[src/rtl/uart_monitor_pkg.sv]
// Shared types and constants for the UART register-bank controller.
package uart_monitor_pkg;

   // Response bytes sent back to the host
   localparam logic [7:0] ACK_BYTE = 8'hA5;
   localparam logic [7:0] NAK_BYTE = 8'h5A;

   // Command FSM states
   typedef enum logic [2:0] {
      IDLE,
      CMD,
      LEN,
      WDATA,
      DRAIN,
      RESP,
      RDATA
   } state_e;

   // Error codes reported on err_code
   typedef enum logic [1:0] {
      ERR_NONE    = 2'd0,
      ERR_BAD     = 2'd1,
      ERR_TIMEOUT = 2'd2,
      ERR_RX      = 2'd3
   } err_e;

   // Number of whole bytes needed to carry a register of the given width
   function automatic int reg_bytes(input int bits);
      return (bits + 7) / 8;
   endfunction

endpackage

[src/rtl/uart_reg_bank_ctrl_reg_bank.sv]
// Register storage with reset image, read-only bypass to status inputs and
// one-hot write strobes.
module reg_bank #(
   parameter int                           NUM_REGS    = 8,
   parameter int                           REG_BITS    = 32,
   parameter logic [NUM_REGS-1:0]          RO_MASK     = '0,
   parameter logic [NUM_REGS*REG_BITS-1:0] RESET_VALUE = '0
) (
   input  logic                         clk,
   input  logic                         reset,
   input  logic                         wr_en_i,
   input  logic [6:0]                   wr_id_i,
   input  logic [REG_BITS-1:0]          wr_data_i,
   input  logic [6:0]                   rd_id_i,
   output logic [REG_BITS-1:0]          rd_data_o,
   input  logic [NUM_REGS*REG_BITS-1:0] status_i,
   output logic [NUM_REGS*REG_BITS-1:0] regs_o,
   output logic [NUM_REGS-1:0]          strobe_o
);

   logic [REG_BITS-1:0] regs_q [NUM_REGS];
   logic [NUM_REGS-1:0] strobe_q;

   // Register file update and strobe generation
   always_ff @(posedge clk) begin
      if (reset) begin
         // NOTE: the storage is reset element by element so the full RESET_VALUE image is restored and no half-written register survives; this rules out mapping it onto a RAM macro.
         for (int i = 0; i < NUM_REGS; i++) begin
            regs_q[i] <= RESET_VALUE[i*REG_BITS +: REG_BITS];
         end
         strobe_q <= '0;
      end else begin
         // NOTE: sequential state uses <= so every flop samples pre-edge values regardless of statement order.
         strobe_q <= '0;
         for (int i = 0; i < NUM_REGS; i++) begin
            if (wr_en_i && (wr_id_i == 7'(i)) && !RO_MASK[i]) begin
               regs_q[i]   <= wr_data_i;
               strobe_q[i] <= 1'b1;
            end
         end
      end
   end

   // Read mux: read-only registers return the live status input
   always_comb begin
      // NOTE: a default before the loop keeps this purely combinational; without it an unmatched id would infer a latch.
      rd_data_o = '0;
      for (int i = 0; i < NUM_REGS; i++) begin
         if (rd_id_i == 7'(i)) begin
            rd_data_o = RO_MASK[i] ? status_i[i*REG_BITS +: REG_BITS] : regs_q[i];
         end
      end
   end

   // Flatten the storage onto the output bus
   always_comb begin
      regs_o = '0;
      for (int i = 0; i < NUM_REGS; i++) begin
         regs_o[i*REG_BITS +: REG_BITS] = regs_q[i];
      end
   end

   assign strobe_o = strobe_q;

endmodule

[src/rtl/uart_reg_bank_ctrl.sv]
// UART command decoder: parses {rw,id},len,data byte streams, writes or reads
// the register bank and answers with ACK/NAK plus read data.
module uart_reg_bank_ctrl
   import uart_monitor_pkg::*;
#(
   parameter int                           NUM_REGS       = 8,
   parameter int                           REG_BITS       = 32,
   parameter logic [NUM_REGS-1:0]          RO_MASK        = '0,
   parameter logic [NUM_REGS*REG_BITS-1:0] RESET_VALUE    = '0,
   parameter int                           TIMEOUT_CYCLES = 100000
) (
   input  logic                         clk,
   input  logic                         reset,
   input  logic                         rx_valid,
   input  logic [7:0]                   rx_data,
   input  logic                         rx_error,
   input  logic                         rts_n,
   output logic                         cts_n,
   output logic [7:0]                   tx_data,
   output logic                         tx_valid,
   input  logic                         tx_ready,
   input  logic [NUM_REGS*REG_BITS-1:0] status_in,
   output logic [NUM_REGS*REG_BITS-1:0] regs_out,
   output logic [NUM_REGS-1:0]          reg_wr_strobe,
   output logic                         busy,
   output logic                         err_pulse,
   output logic [1:0]                   err_code
);

   localparam int REG_BYTES = reg_bytes(REG_BITS);
   localparam int SH_W      = REG_BYTES * 8;
   localparam int IDX_W     = $clog2(REG_BYTES + 1);
   localparam int TMO_W     = $clog2(TIMEOUT_CYCLES + 1);

   state_e             state_q, state_d;
   logic [7:0]         cmd_q, cmd_d;
   logic [7:0]         len_q, len_d;
   logic [IDX_W-1:0]   idx_q, idx_d;
   logic [SH_W-1:0]    shadow_q, shadow_d;
   logic [SH_W-1:0]    snap_q, snap_d;
   logic [TMO_W-1:0]   tmo_q, tmo_d;
   logic [7:0]         tx_data_q, tx_data_d;
   logic               bad_q, bad_d;
   logic               wr_q, wr_d;
   logic               err_pulse_q, err_pulse_d;
   err_e               err_code_q, err_code_d;

   logic               rcv;
   logic               ro_hit;
   logic               cmd_ok;
   logic [REG_BITS-1:0] rd_data;

   assign rcv = (state_q == CMD) || (state_q == LEN) || (state_q == WDATA) || (state_q == DRAIN);

   reg_bank #(
      .NUM_REGS    (NUM_REGS),
      .REG_BITS    (REG_BITS),
      .RO_MASK     (RO_MASK),
      .RESET_VALUE (RESET_VALUE)
   ) u_reg_bank (
      .clk       (clk),
      .reset     (reset),
      .wr_en_i   (wr_q),
      .wr_id_i   (cmd_q[6:0]),
      .wr_data_i (shadow_q[REG_BITS-1:0]),
      .rd_id_i   (cmd_q[6:0]),
      .rd_data_o (rd_data),
      .status_i  (status_in),
      .regs_o    (regs_out),
      .strobe_o  (reg_wr_strobe)
   );

   // Command validity: id in range, 1..REG_BYTES bytes, no write to a read-only register
   always_comb begin
      ro_hit = 1'b0;
      for (int i = 0; i < NUM_REGS; i++) begin
         if (cmd_q[6:0] == 7'(i)) ro_hit = RO_MASK[i];
      end
      cmd_ok = (32'(cmd_q[6:0]) < NUM_REGS) && (rx_data != 8'd0) &&
               (32'(rx_data) <= REG_BYTES) && !(cmd_q[7] && ro_hit);
   end

   // Next-state logic for the FSM, shadow/snapshot buffers and timeout counter
   always_comb begin
      state_d     = state_q;
      cmd_d       = cmd_q;
      len_d       = len_q;
      idx_d       = idx_q;
      shadow_d    = shadow_q;
      snap_d      = snap_q;
      tx_data_d   = tx_data_q;
      bad_d       = bad_q;
      wr_d        = 1'b0;
      err_pulse_d = 1'b0;
      err_code_d  = err_code_q;
      tmo_d       = (rx_valid || !rcv) ? '0 : tmo_q + TMO_W'(1);

      case (state_q)
         IDLE: begin
            if (!rts_n) state_d = CMD;
         end
         CMD: begin
            if (rx_valid) begin
               cmd_d   = rx_data;
               state_d = LEN;
            end
         end
         LEN: begin
            if (rx_valid) begin
               len_d = rx_data;
               bad_d = !cmd_ok;
               idx_d = '0;
               if (cmd_q[7]) begin
                  shadow_d = '0;
                  state_d  = cmd_ok ? WDATA : DRAIN;
               end else begin
                  snap_d    = SH_W'(rd_data);
                  tx_data_d = cmd_ok ? ACK_BYTE : NAK_BYTE;
                  state_d   = RESP;
               end
            end
         end
         WDATA: begin
            if (rx_valid) begin
               for (int b = 0; b < REG_BYTES; b++) begin
                  if (idx_q == IDX_W'(b)) shadow_d[b*8 +: 8] = rx_data;
               end
               idx_d = idx_q + IDX_W'(1);
               if (8'(idx_q) + 8'd1 == len_q) begin
                  wr_d      = 1'b1;
                  tx_data_d = ACK_BYTE;
                  state_d   = RESP;
               end
            end
         end
         DRAIN: begin
            if (len_q == 8'd0) begin
               tx_data_d = NAK_BYTE;
               state_d   = RESP;
            end else if (rx_valid) begin
               len_d = len_q - 8'd1;
            end
         end
         RESP: begin
            if (tx_ready) begin
               if (!bad_q && !cmd_q[7]) begin
                  tx_data_d = snap_q[7:0];
                  snap_d    = snap_q >> 8;
                  idx_d     = '0;
                  state_d   = RDATA;
               end else begin
                  state_d = IDLE;
                  if (bad_q) begin
                     err_pulse_d = 1'b1;
                     err_code_d  = ERR_BAD;
                  end
               end
            end
         end
         RDATA: begin
            if (tx_ready) begin
               if (8'(idx_q) + 8'd1 == len_q) begin
                  state_d = IDLE;
               end else begin
                  idx_d     = idx_q + IDX_W'(1);
                  tx_data_d = snap_q[7:0];
                  snap_d    = snap_q >> 8;
               end
            end
         end
         default: state_d = IDLE;
      endcase

      // Aborts while receiving: a line error beats the byte, a byte beats the timeout
      if (rcv) begin
         if (rx_error) begin
            state_d     = IDLE;
            wr_d        = 1'b0;
            err_pulse_d = 1'b1;
            err_code_d  = ERR_RX;
         end else if (!rx_valid && (tmo_q == TMO_W'(TIMEOUT_CYCLES - 1))) begin
            state_d     = IDLE;
            wr_d        = 1'b0;
            err_pulse_d = 1'b1;
            err_code_d  = ERR_TIMEOUT;
         end
      end
   end

   // State register; synchronous reset discards any command in flight
   always_ff @(posedge clk) begin
      if (reset) begin
         state_q     <= IDLE;
         cmd_q       <= '0;
         len_q       <= '0;
         idx_q       <= '0;
         shadow_q    <= '0;
         snap_q      <= '0;
         tmo_q       <= '0;
         tx_data_q   <= '0;
         bad_q       <= 1'b0;
         wr_q        <= 1'b0;
         err_pulse_q <= 1'b0;
         err_code_q  <= ERR_NONE;
      end else begin
         state_q     <= state_d;
         cmd_q       <= cmd_d;
         len_q       <= len_d;
         idx_q       <= idx_d;
         shadow_q    <= shadow_d;
         snap_q      <= snap_d;
         tmo_q       <= tmo_d;
         tx_data_q   <= tx_data_d;
         bad_q       <= bad_d;
         wr_q        <= wr_d;
         err_pulse_q <= err_pulse_d;
         err_code_q  <= err_code_d;
      end
   end

   assign cts_n     = !rcv;
   assign tx_valid  = (state_q == RESP) || (state_q == RDATA);
   assign tx_data   = tx_data_q;
   assign busy      = (state_q != IDLE);
   assign err_pulse = err_pulse_q;
   assign err_code  = err_code_q;

endmodule

[config.mk]
export PLATFORM = sky130hd
export DESIGN_NAME = uart_reg_bank_ctrl
export DESIGN_NICKNAME = d
export VERILOG_FILES = /design/src/rtl/uart_monitor_pkg.sv /design/src/rtl/uart_reg_bank_ctrl_reg_bank.sv /design/src/rtl/uart_reg_bank_ctrl.sv
export SDC_FILE = /design/constraint.sdc
export NUM_CORES = 1
export LEC_CHECK = 0
export CORE_ASPECT_RATIO = 0.5
export CORE_MARGIN = 8
export CORE_UTILIZATION = 38
export DETAILED_ROUTE_END_ITERATION = 10
export PLACE_DENSITY_LB_ADDON = 0.3
export SYNTH_ARGS = -nofsm -noshare
export SYNTH_HDL_FRONTEND = slang
export SYNTH_HIERARCHICAL = 1
export SYNTH_SLANG_ARGS = --single-unit
[constraint.sdc]
create_clock -name clk -period 2.95 [get_ports clk]
set_input_delay 0.295 -clock clk [delete_from_list [all_inputs] [get_ports clk]]
set_output_delay 0.295 -clock clk [all_outputs]
set_load 0.01 [all_outputs]
==> results.cfg, run 1 <==
[sta]
holdWs_ps = 242.0
hold_viol = 0
finalCriticalPeriod_ps = 2786
fmax_ghz = 0.3590
post-route-period-util_pct = 94.43
rsz0062_at_grt = false
skew_ps = 25.65
final-max-slew-violation-count = 0
relSlewSlack_pct = 48.52
finalSetupViolations = 0
worstMarginPinSlew_ps = 764.1

[critical_path]
slowest_delay_ps = 610
cp_num_cells = 5
start_kind = flop
worstPathRequired_ps = 2650
critPathLaunch = state_q[0]
crit_path_end = tx_valid
crit_path_max_fanout = 29
cp.arrival_ps = 2490
end_kind = primary output
path_cells = xor2_1 > nand2_2 > inv_1 > buf_4 > clkdlybuf4s50_1
r2r_start = idx_q[0]
r2r_slack_ps = 430
path_buf_inv = 3
reg2regPathDepth = 8
critPathKind = flop to primary output
r2r-end = snap_q[12]
cp_slowest_cell = clkdlybuf4s50_1
critPathTopFamily = buffers and inverters

[synthesis]
synth_edf_count = 256
synth_area_leaders = edfxtp_1 44%, dfxtp_1 14%, nor2_1 5.2%, mux2i_1 2.4%, nor3_1 2.2%
synth_ff_type = edfxtp_1
yosysTopAreaCellShare_pct = 43.56
syn_area_per_cell_um2 = 11.51
netlist_instances = 1533
syn_nets = 1811
synth.distinct_cells = 82
mappedNetlistArea_um2 = 17650
ys_seq_area_share_pct = 57.62
synth-seq-cells = 380
yosys_warnings = 6
synthArstFlopShare_pct = 0
yosysTopAreaCell = edfxtp_1

[detailed_routing]
routed_via_density = 5.535
drt_first_pass_iters = 6
drtIter0Drc = 1512
drt-total-wl_um = 60510
vias = 13556
ant_nets = 0
wl_per_cell_um = 24.71
drcViolationCount = 0

[min_path]
hold_class = input port to flop

[pwr]
power_leakage_nw = 7.813
swShare_pct = 25.14
peakVddDrop_mv = 0.4208
switchingPower_mw = 3.099
power.internal_mw = 9.229
powerDensity_nw_per_um2 = 549.2
p_seq_share_pct = 48.5
p_comb_share_pct = 12.3
p_clk_share_pct = 39.2

[floorplan]
core-area_um2 = 45490
rows = 55
die_y_um = 168.4
start_util_pct = 38.80
ios = 548
dieArea_um2 = 54020
die_w_um = 320.8

[global_route]
grt_max_degree = 83
grt_use_total_pct = 21.26
first_global_vias = 13260
overflow = 0
grt_first_pass_wirelength_um = 87630
antenna_found_initial = 0

[clock_tree]
clk_pin_slew_ps = 70
clockRootBuffer = clkbuf_16
cts_buffer_depth = 3
clk_latency_ps = 560
cts_hold_buf = 0
htreeDepth = 2
cts_tree = yes
cts_made_buffers = 37
cts_sinks = 380

[finish]
area_growth_pct = 27.17
finalNetCount = 2071
diodes = 0
drive_above_1_share_pct = 13.50
post-route-util_pct = 49.34
final-instance-count-excl-fill = 2449

[place]
place_congestion = 0.8722
hpwl_um = 42220
io_buffers = 291
dp.cells = 2381

[job]
drv_cap = 0

[run_status]
status = completed
## cell type report
cell class                      count  area, µm²
Clock buffer                       62       1165
Clock inverter                      6      58.81
Fill cell                        4102      23040
Inverter                           52      195.2
Multi-Input combinational cell    977       6621
Sequential cell                   380      10180
Tap cell                          627      784.5
Timing Repair Buffer              345       3441
## cells in the mapped netlist, drive strengths merged (2+ instances only)
library cell,instances
a211oi,6
a21oi,27
a22o,31
a311oi,24
a31oi,34
a32o,32
a41o,7
a41oi,4
and2,8
and2b,30
and3,11
buf,43
clkbuf,79
dfxtp,124
edfxtp,256
ha,8
inv,52
mux2,37
mux2i,42
nand2,83
nand2b,45
nand3,12
nand4,9
nand4b,4
nor2,246
nor2b,11
nor3,79
nor3b,3
nor4,9
o211ai,2
o21ai,17
o21bai,33
o221a,31
o22ai,2
o311a,7
o311ai,2
o31ai,4
o41ai,3
or3,4
or3b,2
or4,4
or4b,31
xnor2,8
xor2,12
## sequential cells by signal, indices dropped and copies added (netlist names), 2 cells and up
name,flops
err_code,2
tmo_q,17
snap_q,32
len_q,8
idx_q,3
u_reg_bank/strobe_o,8
u_reg_bank/regs_q,256
cmd_q,8
shadow_q,32
state_q,3
tx_data,8
## per-layer routing
metal  vias up  track usage (%)  part of all wire [%]  wire length (µm)
li1       6186                -                     -                 -
met1      6727            26.89                    41             24730
met2       526            35.97                    48             29150
met3       117            4.559                   7.4              4488
met4         0            7.412                   3.5              2136
met5         -                0                     0                 0
## repair_timing
item                                    in CTS  in global routing
endpoints found under the setup margin       0                  1
resized for setup                            0                  1
setup buffers                                0                  0
## cells by family after synthesis
group,synth area share [%]
AO/OA/AOI/OAI,13.31
flip-flops,57.62
adder cells (fa/ha/maj),0.6239
multiplexers,4.828
AND/OR/NAND/NOR,17.48
buffers and inverters,5.147
XOR/XNOR,0.9925
## power by group through the flow
stage               logic, mW  clock network [mW]  registers [mW]
finish                   1.52                4.83            5.98
global route             1.59                5.12            5.99
CTS                      1.51                4.89            5.98
detailed placement       1.50                   0            6.09
global placement         1.50                   0            6.09
floorplan               0.781                   0            6.12
## placed cells by master, fill, tap and decap left out, drive strengths merged, types with 42 or more instances in the layout
cell             n
nand2b          45
buf             55
edfxtp         256
dfxtp          124
inv             53
nor2           246
mux2i           42
clkdlybuf4s50  290
nand2           83
clkbuf          62
nor3            79
## per-stage QoR
| step | power, mW | setup TNS [ps] | setup WS [ps] | cell area (µm²) |
|---|---|---|---|---|
| floorplan | 6.898 | -6854 | -107.1 | 17650 |
| global placement | 7.582 | 0 | 319.9 | 21220 |
| detailed placement | 7.594 | 0 | 318.0 | 21220 |
| CTS | 12.38 | 0 | 64.90 | 22440 |
| global route | 12.70 | 0 | 44.31 | 22450 |
| finish | 12.33 | 0 | 164.2 | 22450 |
## how the worst min path moves through the flow
stage / slack (ps) / depth (start not counted) / endpoint / from
2_1_floorplan: 370 / 1 / wr_q / rx_error
3_3_place_gp: 430 / 1 / tmo_q[0] / tmo_q[0]
3_5_place_dp: 450 / 2 / err_code[1] / err_code[1]
5_1_grt: 260 / 2 / shadow_q[31] / reset
4_1_cts: 220 / 2 / shadow_q[7] / reset
6_report: 240 / 2 / shadow_q[2] / reset
No activity file was read; power rests on OpenSTA's default activity.
==> run 2: changes to the inputs <==
--- a/config.mk
+++ b/config.mk
@@ -9,7 +9,7 @@
 export CORE_MARGIN = 8
 export CORE_UTILIZATION = 38
 export DETAILED_ROUTE_END_ITERATION = 10
-export PLACE_DENSITY_LB_ADDON = 0.3
+export PLACE_DENSITY = 0.76
 export SYNTH_ARGS = -nofsm -noshare
 export SYNTH_HDL_FRONTEND = slang
 export SYNTH_HIERARCHICAL = 1
==> run 2 against run 1 <==
Net effect:
- maximum frequency is 9.8% higher
- clock-buffer cell count is 6 lower
- combinational power hardly changed
==> results.cfg, run 2 (synthesis results as in run 1) <==
[critical_path]
path_cells = nor2_1 > nand2_1 > nand2_1 > clkdlybuf4s50_1
r2r_start = idx_q[0]
cp_slowest_cell = clkdlybuf4s50_1
slowest_delay_ps = 580
start_kind = flop
worstPathRequired_ps = 2650
critPathKind = flop to primary output
end_kind = primary output
reg2regPathDepth = 8
r2r_slack_ps = 470
crit_path_max_fanout = 17
cp.arrival_ps = 2240
r2r-end = snap_q[7]
cpMostUsedCell = nand2_1

[clock_tree]
clk_pin_slew_ps = 70
cts_sinks = 380
postCtsSetupBuffers = 0
clockRootBuffer = clkbuf_16
clk_latency_ps = 550
cts_hold_buf = 0
cts_made_buffers = 37
cts_buffer_depth = 3
htreeDepth = 2
cts_tree = yes
cts_resized = 0

[place]
dp.cells = 2384
hpwl_um = 40450
place_area_um2 = 21170
place_congestion = 0.8599
io_buffers = 291

[sta]
finalCriticalPeriod_ps = 2537
final-max-slew-violation-count = 0
finalSetupViolations = 0
worstMarginPinSlew_ps = 803.3
relSlewSlack_pct = 46.45
fmax_ghz = 0.3941
skew_ps = 31.23
hold_viol = 0
post-route-period-util_pct = 86.02
rsz0062_at_grt = false

[min_path]
holdCritStartpoint = reset
hold_class = input port to flop
min_to = shadow_q[2]
hold_depth = 2

[finish]
area_growth_pct = 26.30
drive_above_1_share_pct = 13.32
diodes = 0
largest_reg_flops = 256
layout_common_cells = 290 x clkdlybuf4s50_1, 256 x edfxtp_1, 246 x nor2_1
final_common_cell = clkdlybuf4s50_1
largest-register = u_reg_bank/regs_q
reg.largest.list = u_reg_bank/regs_q x256, shadow_q x32, snap_q x32
finalNetCount = 2074
final_area_um2 = 22290
final-instance-count-excl-fill = 2451

[detailed_routing]
dr_wl_met3_um = 4293
drcViolationCount = 0
top_layer = met4
drtIter0Drc = 1568
wl_per_cell_um = 23.74
met1_length_um = 21230
drt_first_pass_iters = 5
met2WireLength_um = 29770
routed_via_density = 5.634
drt-total-wl_um = 58190
ant_nets = 0
vias = 13809

[floorplan]
core-area_um2 = 45490
ios = 548
rows = 55
dieArea_um2 = 54020
die_y_um = 168.4
die_w_um = 320.8
start_util_pct = 38.80

[global_route]
grt_max_degree = 52
overflow = 0
antenna_found_initial = 1
grt_use_total_pct = 20.50
grt_first_pass_wirelength_um = 85970
first_global_vias = 13530

[pwr]
peakVddDrop_mv = 0.3794
power_leakage_nw = 7.760
powerDensity_nw_per_um2 = 538.9

[run_status]
status = completed

[job]
drv_cap = 0
[run 2: report_power, final]
part	switching (mW)	internal (mW)
sequential	0.139	5.84
clock	2.02	2.51
combinational	0.841	0.662
[run 2: final cells by class]
| class | count | area, µm² |
|---|---|---|
| clock buffers | 56 | 1030 |
| clock inverters | 11 | 91.34 |
| fillers | 3926 | 23200 |
| inverters | 52 | 195.2 |
| multi-input cells | 977 | 6624 |
| flip-flops and latches | 380 | 10180 |
| well taps | 627 | 784.5 |
| repair buffers | 348 | 3388 |
[run 2: critical path: cells and delay by family (launching register included)]
family        cells  cell delay, ps
simple gates      3             650
buf+inv           1             580
flops             1             480
[run 2: routing by layer]
layer	track usage [%]	vias up
met5	0	-
met4	10.10	0
met3	3.386	158
met2	36.39	645
met1	24.04	6819
li1	-	6187
[run 2: worst max-delay path by stage]
stage	from	to
global placement	tx_ready	idx_q[0]
floorplan	cmd_q[3]	u_reg_bank/regs_q[1][100]
detailed placement	tx_ready	idx_q[0]
CTS	state_q[1]	cts_n
finish	state_q[1]	cts_n
global route	state_q[1]	cts_n
[run 2: metrics by stage]
step / TNS [ps] / power (mW) / setup WS (ps) / hold WS [ps] / utilization (%)
detailed placement: 0 / 7.573 / 403.4 / 437.3 / 46.54
floorplan: -6854 / 6.898 / -107.1 / 373.3 / -
finish: 0 / 12.01 / 412.5 / 190.7 / 49.01
global route: 0 / 12.33 / 259.7 / 207.7 / 49.01
global placement: 0 / 7.553 / 393.7 / 428.8 / 46.54
CTS: 0 / 12.03 / 421.0 / 177.3 / 49.01
==> run 3: changes to the inputs <==
--- a/config.mk
+++ b/config.mk
@@ -9,7 +9,7 @@
 export CORE_MARGIN = 8
 export CORE_UTILIZATION = 38
 export DETAILED_ROUTE_END_ITERATION = 10
-export PLACE_DENSITY = 0.76
+export PLACE_DENSITY = 0.73
 export SYNTH_ARGS = -nofsm -noshare
 export SYNTH_HDL_FRONTEND = slang
 export SYNTH_HIERARCHICAL = 1
==> constraint.sdc (replaced) <==
create_clock -name clk -period 3 [get_ports clk]
set_input_delay 0.3 -clock clk [delete_from_list [all_inputs] [get_ports clk]]
set_output_delay 0.3 -clock clk [all_outputs]
set_load 0.01 [all_outputs]
==> run 3 against run 2 <==
Net effect:
- hold slack gained 77 ps
- register-to-register slack lost 280 ps
- critical endpoint is now tx_valid
- critical path depth grew 2
- highest routed layer unchanged
- clock skew shrank 6.9 ps
- final cell count grew 0.16%
- die area is the same
- via count grew 0.34%
- setup slack lost 310 ps
- sequential power shrank 2%
- non-clock buffer count grew 2
- combinational power is essentially flat
==> results.cfg, run 3 (synthesis results as in run 1) <==
[run_status]
status = completed

[finish]
reg.largest.list = u_reg_bank/regs_q x256, shadow_q x32, snap_q x32
final_area_um2 = 22400
diodes = 0
post-route-util_pct = 49.23
fill_cells = 3982
finalNetCount = 2077
largest_reg_flops = 256
largest-register = u_reg_bank/regs_q
final-instance-count-excl-fill = 2455
drive_above_1_share_pct = 13.46
area_growth_pct = 26.89
layout_common_cells = 290 x clkdlybuf4s50_1, 256 x edfxtp_1, 246 x nor2_1
final_common_cell = clkdlybuf4s50_1

[critical_path]
path_buf_inv = 4
cp.arrival_ps = 2600
critPathKind = flop to primary output
critPathTopFamily = buffers and inverters
reg2regPathDepth = 7
worstPathRequired_ps = 2700
r2r_slack_ps = 190
path_cells = buf_4 > xor2_1 > nand2_2 > inv_1 > buf_4 > clkdlybuf4s50_1
cpMostUsedCell = buf_4
slowest_delay_ps = 610
cp_num_cells = 6
r2r-end = snap_q[5]
crit_path_end = tx_valid
critPathLaunch = state_q[0]
end_kind = primary output
crit_path_max_fanout = 31
start_kind = flop
r2r_start = idx_q[0]
cp_slowest_cell = clkdlybuf4s50_1

[clock_tree]
clk_latency_ps = 540
clk_pin_slew_ps = 60
clockRootBuffer = clkbuf_16
cts_made_buffers = 38
cts_buffer_depth = 3
cts_resized = 0
htreeDepth = 2
cts_tree = yes
cts_hold_buf = 0
cts_sinks = 380
postCtsSetupBuffers = 0

[place]
place_area_um2 = 21260
hpwl_um = 40810
dp_slack_ps = 176.4
io_buffers = 291
place_congestion = 0.8861
dp.cells = 2386

[floorplan]
rows = 55
die_y_um = 168.4
start_util_pct = 38.80
die_w_um = 320.8
dieArea_um2 = 54020
core-area_um2 = 45490
ios = 548

[detailed_routing]
drt-total-wl_um = 59620
wl_per_cell_um = 24.28
vias = 13856
drt_first_pass_iters = 6
ant_nets = 0
drtIter0Drc = 1571
routed_via_density = 5.644
drcViolationCount = 0

[sta]
hold_viol = 0
worstMarginPinSlew_ps = 1284
setup_ws_ps = 101.2
skew_ps = 24.29
post-route-period-util_pct = 96.63
finalSetupViolations = 0
relSlewSlack_pct = 14.15
tns_ps = 0
final-max-slew-violation-count = 0
fmax_ghz = 0.3450
holdWs_ps = 268.2
rsz0062_at_grt = false
finalCriticalPeriod_ps = 2899

[min_path]
hold_class = input port to flop

[pwr]
power_leakage_nw = 7.805
peakVddDrop_mv = 0.3342
finalPower_mw = 11.82
powerDensity_nw_per_um2 = 527.7
p_comb_share_pct = 12.6
switchingPower_mw = 2.946
p_seq_share_pct = 49.8
swShare_pct = 24.93
power.internal_mw = 8.872
p_clk_share_pct = 37.6

[global_route]
overflow = 0
grt_max_degree = 62
grt_first_pass_wirelength_um = 87180
grt_use_total_pct = 20.79
antenna_found_initial = 0
first_global_vias = 13524

[job]
drv_cap = 0
-- run 3: changes by cell type in the layout (fill, tap and decap cells not counted), sizes merged --
cell    change
clkinv      +6
clkbuf      -4
buf         +2
bufinv      -1
inv         +1
-- run 3: layout make-up --
class / count / area, µm² / area share, %
flip-flops and latches: 380 / 10180 / 45.45
well taps: 627 / 784.5 / 3.503
multi-input cells: 977 / 6624 / 29.58
clock inverters: 17 / 80.08 / 0.3576
repair buffers: 350 / 3478 / 15.53
clock buffers: 52 / 1055 / 4.710
inverters: 52 / 195.2 / 0.8716
-- run 3: how the worst min path moves through the flow --
stage,slack (ps),cells after the start,endpoint,start
final,270,2,cmd_q[1],reset
after global routing,270,2,cmd_q[3],reset
after CTS,240,2,cmd_q[1],reset
after detailed placement,450,1,tmo_q[0],tmo_q[0]
after global placement,430,1,tmo_q[0],tmo_q[0]
after floorplan,380,1,wr_q,rx_error
-- run 3: power by group through the flow --
stage	clock (mW)	sequential, mW	combinational [mW]
6_report	4.44	5.88	1.49
5_1_grt	4.69	5.90	1.56
4_1_cts	4.48	5.88	1.48
3_5_place_dp	0	5.99	1.48
3_3_place_gp	0	5.98	1.47
2_1_floorplan	0	6.01	0.768
-- run 3: metal layers --
| metal | up-vias | share of wire (%) | global-route usage (%) |
|---|---|---|---|
| met2 | 679 | 49 | 36.33 |
| met1 | 6846 | 37 | 25.07 |
| met3 | 151 | 8.5 | 3.853 |
| met5 | - | 0 | 0 |
| li1 | 6180 | - | - |
| met4 | 0 | 4.7 | 8.949 |
